## src/rtl/ins_fetcher_pkg.sv

```systemverilog
// Shared widths, fetch FSM encodings and the instruction-queue entry layout
// for the RV32I fetch stage.
package ins_fetcher_pkg;

   localparam int ADDR_WIDTH = 32;
   localparam int INS_WIDTH  = 32;

   typedef enum logic [1:0] {
      IF_IDLE    = 2'd0,
      IF_WAIT    = 2'd1,
      IF_DISCARD = 2'd2
   } if_state_e;

   typedef struct packed {
      logic [ADDR_WIDTH-1:0] pc;
      logic [INS_WIDTH-1:0]  ins;
      logic [ADDR_WIDTH-1:0] pred_pc;
   } iq_entry_t;

   localparam int IQ_ENTRY_W = $bits(iq_entry_t);

   function automatic logic [ADDR_WIDTH-1:0] next_seq_pc(input logic [ADDR_WIDTH-1:0] pc);
      return pc + 32'd4;
   endfunction

endpackage

```

## src/rtl/ins_fetcher_queue.sv

```systemverilog
// Parametric synchronous FIFO with push/pop/clear; head outputs come straight
// from the storage registers so the consumer sees no extra combinational depth.
module ins_queue #(
   parameter int DEPTH  = 4,
   parameter int IDX_W  = 2,
   parameter int DATA_W = 96
) (
   input  logic              clk,
   input  logic              rst,
   input  logic              rdy,
   input  logic              push,
   input  logic [DATA_W-1:0] push_data,
   input  logic              pop,
   input  logic              clear,
   output logic [IDX_W:0]    count,
   output logic              head_valid,
   output logic [DATA_W-1:0] head_data
);

   localparam logic [IDX_W:0] FULL_COUNT = (IDX_W+1)'(DEPTH);

   logic [DATA_W-1:0] r_mem [DEPTH];
   logic [IDX_W-1:0]  r_head;
   logic [IDX_W-1:0]  r_tail;
   logic [IDX_W:0]    r_count;

   logic w_pop;
   logic w_push;

   // A push into a full queue is only legal when the head leaves in the same cycle.
   assign w_pop  = pop && (r_count != '0);
   assign w_push = push && ((r_count != FULL_COUNT) || w_pop);

   always_ff @(posedge clk or posedge rst) begin
      if (rst) begin
         r_head  <= '0;
         r_tail  <= '0;
         r_count <= '0;
         for (int i = 0; i < DEPTH; i++) begin
            r_mem[i] <= '0;
         end
      end else if (rdy) begin
         if (clear) begin
            r_head  <= '0;
            r_tail  <= '0;
            r_count <= '0;
         end else begin
            if (w_push) begin
               r_mem[r_tail] <= push_data;
               r_tail        <= r_tail + 1'b1;
            end
            if (w_pop) begin
               r_head <= r_head + 1'b1;
            end
            case ({w_push, w_pop})
               2'b10:   r_count <= r_count + 1'b1;
               2'b01:   r_count <= r_count - 1'b1;
               default: r_count <= r_count;
            endcase
         end
      end
   end

   assign count      = r_count;
   assign head_valid = (r_count != '0);
   assign head_data  = r_mem[r_head];

endmodule

```

## src/rtl/ins_fetcher.sv

```systemverilog
// Instruction-fetch stage: one outstanding I-cache request, branch-predictor
// next-PC selection, and a small instruction queue drained by dispatch.
module ins_fetcher
   import ins_fetcher_pkg::*;
#(
   parameter int          IQ_DEPTH = 4,
   parameter int          IQ_IDX_W = 2,
   parameter logic [31:0] RESET_PC = 32'h0
) (
   input  logic                  clk,
   input  logic                  rst,
   input  logic                  rdy,
   output logic                  icache_req,
   output logic [ADDR_WIDTH-1:0] icache_addr,
   input  logic                  icache_valid,
   input  logic [INS_WIDTH-1:0]  icache_ins,
   output logic [ADDR_WIDTH-1:0] pc_cur,
   output logic [INS_WIDTH-1:0]  ins_cur,
   input  logic                  pred_enable,
   input  logic [ADDR_WIDTH-1:0] pred_pc,
   output logic                  iq_valid,
   output logic [ADDR_WIDTH-1:0] iq_pc,
   output logic [INS_WIDTH-1:0]  iq_ins,
   output logic [ADDR_WIDTH-1:0] iq_pred_pc,
   input  logic                  iq_pop,
   input  logic                  rob_clear,
   input  logic [ADDR_WIDTH-1:0] rob_target_pc
);

   localparam logic [IQ_IDX_W:0] FULL_COUNT = (IQ_IDX_W+1)'(IQ_DEPTH);

   if_state_e             r_state;
   logic [ADDR_WIDTH-1:0] r_pc;
   logic                  r_req;
   logic [ADDR_WIDTH-1:0] r_addr;

   logic [ADDR_WIDTH-1:0] w_npc;
   logic                  w_push;
   logic                  w_has_space;
   logic [IQ_IDX_W:0]     w_count;
   logic [IQ_ENTRY_W-1:0] w_head_bits;
   iq_entry_t             w_head;
   iq_entry_t             w_push_entry;

   assign w_npc        = pred_enable ? pred_pc : next_seq_pc(r_addr);
   assign w_push       = (r_state == IF_WAIT) && icache_valid && !rob_clear;
   assign w_has_space  = (w_count < FULL_COUNT);
   assign w_push_entry = '{pc: r_addr, ins: icache_ins, pred_pc: w_npc};

   // A redirect always wins; an in-flight response the cache cannot abort is
   // swallowed in DISCARD so it never lands in the queue under a stale PC.
   always_ff @(posedge clk or posedge rst) begin
      if (rst) begin
         r_state <= IF_IDLE;
         r_pc    <= RESET_PC;
         r_req   <= 1'b0;
         r_addr  <= '0;
      end else if (rdy) begin
         case (r_state)
            IF_IDLE: begin
               if (rob_clear) begin
                  r_pc <= rob_target_pc;
               end else if (w_has_space) begin
                  r_req   <= 1'b1;
                  r_addr  <= r_pc;
                  r_state <= IF_WAIT;
               end
            end
            IF_WAIT: begin
               if (rob_clear) begin
                  r_pc    <= rob_target_pc;
                  r_req   <= 1'b0;
                  r_state <= icache_valid ? IF_IDLE : IF_DISCARD;
               end else if (icache_valid) begin
                  r_pc    <= w_npc;
                  r_req   <= 1'b0;
                  r_state <= IF_IDLE;
               end
            end
            IF_DISCARD: begin
               r_req <= 1'b0;
               if (rob_clear) begin
                  r_pc <= rob_target_pc;
               end
               if (icache_valid) begin
                  r_state <= IF_IDLE;
               end
            end
            default: begin
               r_req   <= 1'b0;
               r_state <= IF_IDLE;
            end
         endcase
      end
   end

   ins_queue #(
      .DEPTH  (IQ_DEPTH),
      .IDX_W  (IQ_IDX_W),
      .DATA_W (IQ_ENTRY_W)
   ) u_queue (
      .clk        (clk),
      .rst        (rst),
      .rdy        (rdy),
      .push       (w_push),
      .push_data  (w_push_entry),
      .pop        (iq_pop),
      .clear      (rob_clear),
      .count      (w_count),
      .head_valid (iq_valid),
      .head_data  (w_head_bits)
   );

   assign w_head      = w_head_bits;
   assign iq_pc       = w_head.pc;
   assign iq_ins      = w_head.ins;
   assign iq_pred_pc  = w_head.pred_pc;

   assign icache_req  = r_req;
   assign icache_addr = r_addr;
   assign pc_cur      = r_addr;
   assign ins_cur     = icache_ins;

endmodule
```

## config.mk

```make
export PLATFORM = sky130hd
export DESIGN_NAME = ins_fetcher
export DESIGN_NICKNAME = d
export VERILOG_FILES = /design/src/rtl/ins_fetcher_pkg.sv /design/src/rtl/ins_fetcher_queue.sv /design/src/rtl/ins_fetcher.sv
export SDC_FILE = /design/constraint.sdc
export NUM_CORES = 1
export LEC_CHECK = 0
export ABC_CLOCK_PERIOD_IN_PS = 22900
export CAP_MARGIN = 15
export CORE_ASPECT_RATIO = 1.25
export CORE_MARGIN = 1.5
export CORE_UTILIZATION = 55
export CTS_CLUSTER_SIZE = 16
export DETAILED_ROUTE_END_ITERATION = 16
export GPL_ROUTABILITY_DRIVEN = 1
export GPL_TIMING_DRIVEN = 0
export PLACE_DENSITY = 0.92
export SLEW_MARGIN = 5
export SYNTH_ARGS = -nofsm -noshare
export SYNTH_HDL_FRONTEND = slang
export SYNTH_HIERARCHICAL = 1
export SYNTH_SLANG_ARGS = --single-unit
```

## constraint.sdc

```tcl
create_clock -name clk -period 22.9 [get_ports clk]
set_input_delay 4.58 -clock clk [delete_from_list [all_inputs] [get_ports clk]]
set_output_delay 4.58 -clock clk [all_outputs]
set_load 0.02 [all_outputs]
```

==> results of run 1 <==
[layer usage]
| metal | GRT usage, % | vias to the layer above | share of wire (%) |
|---|---|---|---|
| met5 | 0 | - | 0.032 |
| met2 | 47.59 | 798 | 49 |
| met1 | 36.06 | 7622 | 38 |
| met4 | 15.11 | 2 | 5.6 |
| li1 | - | 6122 | - |
| met3 | 6.039 | 234 | 7.6 |
[per-stage QoR]
stage | power, W | worst slack [ns] | cells | hold WS, ns
global placement | 0.002268 | 3.831 | 2336 | 0.4604
global route | 0.003219 | 12.38 | 2422 | 0.5065
floorplan | 0.001819 | 7.451 | 1494 | 0.4460
detailed placement | 0.002315 | 12.42 | 2339 | 0.4664
CTS | 0.003105 | 12.41 | 2422 | 0.4810
finish | 0.003103 | 12.42 | 2422 | 0.4770
[cell usage after synthesis, types with 13 or more instances]
cell type / instances / area [um2]
sky130_fd_sc_hd__nor3_1: 16 / 80.08
sky130_fd_sc_hd__nand3_1: 27 / 135.1
sky130_fd_sc_hd__a21oi_1: 23 / 115.1
sky130_fd_sc_hd__clkbuf_1: 24 / 90.09
sky130_fd_sc_hd__dfrtp_1: 458 / 11460
sky130_fd_sc_hd__xnor2_1: 13 / 113.9
sky130_fd_sc_hd__mux2_4: 160 / 2402
sky130_fd_sc_hd__nand2_1: 60 / 225.2
sky130_fd_sc_hd__inv_1: 17 / 63.81
sky130_fd_sc_hd__and3_1: 13 / 81.33
sky130_fd_sc_hd__mux2_2: 271 / 3052
sky130_fd_sc_hd__buf_4: 64 / 480.5
sky130_fd_sc_hd__mux4_2: 96 / 2162
sky130_fd_sc_hd__buf_12: 16 / 320.3
sky130_fd_sc_hd__buf_2: 40 / 200.2
sky130_fd_sc_hd__nor2_1: 30 / 112.6
sky130_fd_sc_hd__o21ai_0: 31 / 155.2
[how the worst max path moves through the flow]
stage	from	endpoint	slack, ns	depth (start not counted)
floorplan	rst	u_queue/count[0]$_DFFE_PP0P_	7.45	1
CTS	icache_ins[6]	ins_cur[6]	12.41	3
finish	icache_ins[6]	ins_cur[6]	12.42	3
detailed placement	icache_ins[7]	ins_cur[7]	12.42	3
global placement	rst	u_queue/r_mem[220]$_DFFE_PP0P_	3.83	2
global route	icache_ins[8]	ins_cur[8]	12.38	3
[final cells by class]
type | count | area, um2
Clock inverter | 12 | 147.6
Inverter | 17 | 73.82
Multi-Input combinational cell | 858 | 9629
Sequential cell | 458 | 11460
Clock buffer | 71 | 1416
Timing Repair Buffer | 299 | 3045
Tap cell | 546 | 683.2
Buffer | 161 | 1230
Fill cell | 2525 | 12430
[state kept, by name, indices dropped and copies added, names as in the netlist]
| register | count |
|---|---|
| u_queue/r_tail | 2 |
| icache_addr | 32 |
| u_queue/r_head | 2 |
| u_queue/r_mem | 384 |
| r_state | 2 |
| u_queue/count | 3 |
| icache_req | 1 |
| r_pc | 32 |
[kinds of logic (layout without fill, tap and decap cells)]
| group | count (synthesis) | after routing | share of synthesized area [%] |
|---|---|---|---|
| buffers and inverters | 178 | 560 | 5.780 |
| muxes | 533 | 533 | 34.30 |
| AOI/OAI and AO/OA | 103 | 103 | 3.024 |
| and+or+nand+nor | 192 | 192 | 4.354 |
| xor gates and xnor gates | 24 | 24 | 0.9726 |
| DFF | 458 | 458 | 51.20 |
| adders and majority gates | 6 | 6 | 0.3689 |
[tightest hold or removal path, delay by kind of cell (launching register included)]
family / cells / cell delay (ns)
AO/OA/AOI/OAI: 1 / 0.06
flip-flops: 1 / 0.34
AND/OR/NAND/NOR: 1 / 0.04
[power by group through the flow]
stage | logic, W | registers [W] | clock network (W)
6_report | 0.00116 | 0.00117 | 0.000774
5_1_grt | 0.00122 | 0.00119 | 0.000817
4_1_cts | 0.00116 | 0.00116 | 0.000783
3_5_place_dp | 0.00114 | 0.00117 | 0
3_3_place_gp | 0.00112 | 0.00115 | 0
2_1_floorplan | 0.000691 | 0.00113 | 0
==> Implementation_results.wiki, run 1 <==
{| class="wikitable"
! Metric !! Value
|-
| WL per Instance || 24.67 um
|-
| Worst VDD drop || between 0.07 and 0.08 mV
|-
| Number of clock sinks seen by CTS || 458
|-
| Die height || roughly 230 um
|-
| CP Class || in -> out
|-
| Number of iterations in the first detailed-routing pass || 5
|-
| CTS root buffer || sky130_fd_sc_hd__clkbuf_16
|-
| Crit path max-delay cell type || sky130_fd_sc_hd__clkdlybuf4s50_1
|-
| Post-DP HPWL || 40920 um
|-
| Input/output buffers || 296
|-
| Sequential area share after synthesis || 51.20%
|-
| Weighted congestion at the end of routability-driven global placement || slightly below 1
|-
| Status || finished clean
|-
| Hold_buf cts || 0
|-
| Growth of design area from synthesis to finish || 23.69%
|-
| First DRT Iteration DRCs || between 1000 and 1500
|-
| Sequential cell fraction of total power || 37.7%
|-
| Floorplan die width || 183.4 um
|-
| Max Transition Viols Final || 0
|-
| Sum of negative setup slack || 0 ns
|-
| Proportion of power drawn by combinational gates || 37.3%
|-
| Required time at the worst-slack endpoint || 18.32 ns
|-
| Internal portion of total power || 0.002044 W
|-
| Maximum buffer depth of the clock tree || 3
|-
| Initial core utilization || a little under three fifths
|-
| Pwr per Cell Area || 112.1 mW/mm2
|-
| Average size of a mapped cell || 14.98 um2
|-
| Number of register bits inferred by synthesis || 458
|-
| Setup repair bufs after CTS || 0
|-
| Kind of cell adding the most delay to the critical path || buffers and inverters
|-
| Clock period minus worst slack || 10.48 ns
|-
| Count of flip-flops with a built-in enable after synthesis || 0
|-
| Unrepaired setup endpoints after global routing || no
|-
| Dominant register cell in the synthesized netlist || sky130_fd_sc_hd__dfrtp_1
|-
| Post-detailed-route DRC marker count || 0
|-
| Worst hold path depth || 2
|-
| Classification of the worst-slack hold path || reg -> reg
|-
| Critical-path maximum fanout || 5
|-
| Via count || 14780
|-
| Number of cell rows || 82
|-
| Post-Syn Area || between 0.02 and 0.025 mm2
|-
| Final antenna diode count || 0
|-
| Total congestion overflow after global routing || 0
|-
| Final hold violation count || 0
|-
| Switching power summed over all nets || 0.001060 W
|-
| Clock tree from TritonCTS || yes
|-
| Fraction of layout cells with a size suffix above 1 || 39.50%
|-
| Top cell by count, worst path || sky130_fd_sc_hd__clkdlybuf4s50_1
|-
| Reg2reg path depth || 12
|-
| Number of setup violations in the final report || 0
|-
| Post-Syn Nets || ~1600
|-
| Most common cell after layout, fill and taps aside || sky130_fd_sc_hd__dfrtp_1
|-
| Area after DPL || about 0.026 mm2
|-
| Portion of total power attributed to the clock network || roughly 25%
|-
| Layout Nets || 1949
|-
| Worst endpoint data arrival time || 5.90 ns
|-
| Std-Cell Core Area || 0.04012 mm2
|-
| Distinct cell type count of the synthesized netlist || a little under 70
|-
| Total clock buffers created by CTS || 45
|-
| Relative slew margins || 32.95%
|-
| Overall Global Routing Usage || 28.95%
|-
| Total number of H-tree levels || 2
|-
| Delay contributed by the slowest stage of the critical path || about 0.60 ns
|-
| Fraction of registers with async set/reset || 100.0%
|-
| Via density per instance || 6.102
|-
| Reported leakage power || between 10 and 15 nW
|-
| Quantity of gates resized following cts || 0
|-
| Post-route cell area || around 0.028 mm2
|-
| Reg-to-reg slack, setup || 19.34 ns
|-
| CTS clk-pin slew, worst paths || about 0.060 ns
|-
| Startpoint of the tightest hold check path || r_pc[2]$_DFFE_PP0P_
|-
| Category of the worst setup path launch point || input pin
|-
| Top Ports || 297
|-
| Yosys warnings || 6
|-
| Most frequent cells in the layout || sky130_fd_sc_hd__dfrtp_1 (458), sky130_fd_sc_hd__clkdlybuf4s50_1 (296), sky130_fd_sc_hd__mux2_2 (271)
|-
| Critical Path End Type || output port
|-
| Die footprint || 0.04193 mm2
|-
| Antenna Nets Post-Route || 0
|-
| Destination of the worst hold path || r_pc[2]$_DFFE_PP0P_
|-
| Startpoint of the most critical register-to-register path || r_state[0]$_DFFE_PP0P_
|-
| Number of antenna violations at the first check in global routing || 1
|-
| Vias in the first global route || 15960
|-
| Share of total power consumed by net switching || 34.15%
|-
| Reg2Reg Capture Point || u_queue/r_mem[189]$_DFFE_PP0P_
|-
| Slew of the pin with the lowest slew margin || 1.002 ns
|-
| Fin Clk Skew || ~0.026 ns
|-
| Fmax || 0.09543 GHz
|-
| First-pass GRT wire length || 93010 um
|-
| Clock insertion delay at the later pin of the skew report || between 0.5 and 0.6 ns
|-
| Max-capacitance violation count || 0
|-
| Mapped Cells || 1494
|-
| Post-layout util || 69.02%
|-
| Drt total wl || 59760 um
|-
| Crit-path cells || clkdlybuf4s50_1 > buf_4 > clkdlybuf4s50_1
|-
| Post-route fraction of the period consumed by the critical path || roughly 46%
|-
| Critical path buffers and inverters || 3
|-
| Maximum number of pins on one net before global-route repair || 117
|}
(Power assumes the default switching activity.)
==> run 2: changes to the inputs <==
--- a/config.mk
+++ b/config.mk
@@ -5,7 +5,7 @@
 export SDC_FILE = /design/constraint.sdc
 export NUM_CORES = 1
 export LEC_CHECK = 0
-export ABC_CLOCK_PERIOD_IN_PS = 22900
+export ABC_CLOCK_PERIOD_IN_PS = 10000
 export CAP_MARGIN = 15
 export CORE_ASPECT_RATIO = 1.25
 export CORE_MARGIN = 1.5
==> constraint.sdc (replaced) <==
create_clock -name clk -period 10 [get_ports clk]
set_input_delay 2 -clock clk [delete_from_list [all_inputs] [get_ports clk]]
set_output_delay 2 -clock clk [all_outputs]
set_load 0.02 [all_outputs]
==> run 2 against run 1 <==
Against the previous run:
- first-iteration DRC count fell by 2.0%
- die area did not move
- wire length rose by 0.40%
- final area rose by 0.41%
- largest power group unchanged
==> Implementation_results.wiki, run 2 (same netlist as run 1, synthesis figures left out) <==
{| class="wikitable"
! Metric !! Value
|-
| Post-detailed-route DRC marker count || 0 (unchanged)
|-
| Top Ports || 297 (unchanged)
|-
| CTS root buffer || sky130_fd_sc_hd__clkbuf_16
|-
| Total congestion overflow after global routing || 0 (unchanged)
|-
| Slew of the pin with the lowest slew margin || 0.9111 ns (-0.09084 ns)
|-
| Number of clock sinks seen by CTS || 458 (unchanged)
|-
| Register with the highest flop count || u_queue/r_mem
|-
| Delay contributed by the slowest stage of the critical path || 0.67 ns (+0.07 ns)
|-
| Required time at the worst-slack endpoint || 8.00 ns (-10.32 ns)
|-
| Worst endpoint data arrival time || 3.40 ns (-2.50 ns)
|-
| Layout Nets || 1956 (+0.36%)
|-
| Die height || 228.6 um (unchanged)
|-
| Maximum buffer depth of the clock tree || 3 (unchanged)
|-
| Category of the worst setup path launch point || flop
|-
| Clock insertion delay at the later pin of the skew report || 0.56 ns (about the same)
|-
| Inst Count DP || 2346 (+0.30%)
|-
| Setup repair bufs after CTS || 0 (unchanged)
|-
| Flip-flop count of the largest register, all copies and words added || 384 (unchanged)
|-
| Reported leakage power || 12.57 nW (+0.49%)
|-
| Max-capacitance violation count || 0 (unchanged)
|-
| Hold_buf cts || 0 (unchanged)
|-
| Pwr per Cell Area || 256.3 mW/mm2 (+130%)
|-
| Drt total wl || 60000 um (+0.40%)
|-
| Max Transition Viols Final || 0 (unchanged)
|-
| Final antenna diode count || 0 (unchanged)
|-
| Worst hold path depth || 2 (unchanged)
|-
| Antenna Nets Post-Route || 0 (unchanged)
|-
| Startpoint of the most critical register-to-register path || r_state[0]$_DFFE_PP0P_
|-
| Fmax || around 0.19 GHz
|-
| Number of antenna violations at the first check in global routing || 1 (unchanged)
|-
| Destination of the worst hold path || r_pc[2]$_DFFE_PP0P_
|-
| Relative slew margins || 39.03% (+6.1 points)
|-
| WL per Instance || 24.70 um (+0.11%)
|-
| Fraction of layout cells with a size suffix above 1 || 39.99% (+0.49 points)
|-
| Final hold violation count || 0 (unchanged)
|-
| Quantity of gates resized following cts || 0 (unchanged)
|-
| Classification of the worst-slack hold path || reg -> reg
|-
| Clock period minus worst slack || about 5.4 ns
|-
| Initial core utilization || 55.80% (unchanged)
|-
| Weighted congestion at the end of routability-driven global placement || 0.9530 (-3.2%)
|-
| Reg-to-reg slack, setup || 6.43 ns (-12.91 ns)
|-
| Most frequent cells in the layout || sky130_fd_sc_hd__dfrtp_1 (458), sky130_fd_sc_hd__clkdlybuf4s50_1 (296), sky130_fd_sc_hd__mux2_2 (271)
|-
| Via count || 14730 (-0.32%)
|-
| Unrepaired setup endpoints after global routing || no
|-
| Growth of design area from synthesis to finish || 24.20%
|-
| Critical Path End Type || output port
|-
| CTS clk-pin slew, worst paths || 0.06 ns (about the same)
|-
| Reg2reg path depth || 12 (unchanged)
|-
| Crit path max-delay cell type || sky130_fd_sc_hd__clkbuf_1
|-
| Floorplan die width || 183.4 um (unchanged)
|-
| Total clock buffers created by CTS || 45 (unchanged)
|-
| Number of setup violations in the final report || 0 (unchanged)
|-
| Overall Global Routing Usage || 29.00% (+0.053 points)
|-
| Input/output buffers || 296 (unchanged)
|-
| Reg2Reg Capture Point || u_queue/r_mem[191]$_DFFE_PP0P_
|-
| Crit-path cells || buf_2 > buf_2 > clkbuf_1 > mux4_2 > clkdlybuf4s50_1
|-
| Std-Cell Core Area || 0.04012 mm2 (unchanged)
|-
| Top cell by count, worst path || sky130_fd_sc_hd__buf_2
|-
| Post-route fraction of the period consumed by the critical path || 54.03%
|-
| Total number of H-tree levels || 2 (unchanged)
|-
| Kind of cell adding the most delay to the critical path || buffers and inverters
|-
| First-pass GRT wire length || 92960 um (about the same)
|-
| Number of cell rows || 82 (unchanged)
|-
| Via density per instance || 6.064 (-0.61%)
|-
| Post-DP HPWL || 41710 um (+1.9%)
|-
| Sum of negative setup slack || 0 ns (unchanged)
|-
| Clock tree from TritonCTS || yes
|-
| Critical path buffers and inverters || 4 (+1)
|-
| Startpoint of the tightest hold check path || r_pc[2]$_DFFE_PP0P_
|-
| Die footprint || 0.04193 mm2 (unchanged)
|-
| Number of iterations in the first detailed-routing pass || 6 (+1)
|-
| First DRT Iteration DRCs || 1154 (-2.0%)
|-
| CP Class || reg -> out
|-
| CP Launch Point || u_queue/r_head[1]$_DFFE_PP0P_
|-
| Post-layout util || 69.30% (+0.28 points)
|-
| Maximum number of pins on one net before global-route repair || 68 (-42%)
|-
| Fin Clk Skew || 0.02698 ns (+0.001001 ns)
|-
| Number of cells in the finished layout apart from fillers || 2429 (+0.29%)
|-
| Status || finished clean
|-
| Most common cell after layout, fill and taps aside || sky130_fd_sc_hd__dfrtp_1
|-
| Vias in the first global route || 15810 (-0.93%)
|-
| Critical-path maximum fanout || 10 (+5)
|-
| Worst VDD drop || 0.1398 mV (+85%)
|}
## run 2: changes by cell type in the layout (fill, tap and decap cells not counted), moves of 2 or more
cell                        change
sky130_fd_sc_hd__buf_16         -3
sky130_fd_sc_hd__buf_12        +10
sky130_fd_sc_hd__clkbuf_1       -5
sky130_fd_sc_hd__clkbuf_8       -5
sky130_fd_sc_hd__clkinv_2       +9
sky130_fd_sc_hd__bufinv_16      +2
sky130_fd_sc_hd__inv_6          -2
## run 2: layout make-up
cell class | instances | area, um2
multi-input combinational | 858 | 9629
timing repair buffer | 306 | 3163
sequential | 458 | 11460
fill | 2481 | 12320
clock inverter | 23 | 260.3
buffer | 161 | 1230
inverter | 17 | 70.07
clock buffer | 60 | 1304
tap | 546 | 683.2
## run 2: stage by stage
stage                     area, um2  setup slack [ns]  total power [W]  hold WS, ns
after floorplan               22390             2.740         0.004166       0.4460
after global placement        26030            0.7049         0.005202       0.4573
after detailed placement      26240             4.508         0.005316       0.4787
after CTS                     27800             4.586         0.007134       0.4961
after global routing          27800             4.515         0.007390       0.5186
final                         27800             4.597         0.007126       0.4963
## run 2: worst max path at each step
stage / slack, ns / depth (start not counted) / endpoint
floorplan: 2.74 / 1 / u_queue/count[0]$_DFFE_PP0P_
CTS: 4.59 / 5 / iq_pc[14]
detailed placement: 4.51 / 12 / u_queue/r_mem[191]$_DFFE_PP0P_
finish: 4.60 / 5 / iq_pc[16]
global route: 4.51 / 5 / iq_pc[14]
global placement: 0.70 / 2 / u_queue/r_mem[324]$_DFFE_PP0P_
## run 2: per-layer routing
layer,routed length (um),GRT usage (%)
met4,3493,16.55
met3,4167,5.433
met1,23000,36.80
met5,13,0
met2,29330,46.74
## run 2: where the power goes
part	leakage [nW]	internal [W]	total, W	switching, W
Sequential	6.16	0.00223	0.00268	0.000448
Clock	0.780	0.00105	0.00179	0.000738
Combinational	5.63	0.00141	0.00266	0.00126
## run 2: worst reg2reg max path, stage by stage (launching register included)
cell and delay, ns:
sky130_fd_sc_hd__dfrtp_1 0.32, sky130_fd_sc_hd__clkbuf_1 0.31, sky130_fd_sc_hd__nand2b_1 0.10, sky130_fd_sc_hd__clkbuf_1 0.27, sky130_fd_sc_hd__clkbuf_1 0.37, sky130_fd_sc_hd__nor3b_1 0.26
sky130_fd_sc_hd__buf_2 0.22, sky130_fd_sc_hd__nand2_1 0.11, sky130_fd_sc_hd__nor3_2 0.30, sky130_fd_sc_hd__and2_1 0.20, sky130_fd_sc_hd__buf_6 0.16, sky130_fd_sc_hd__buf_2 0.41
sky130_fd_sc_hd__mux2_2 0.40
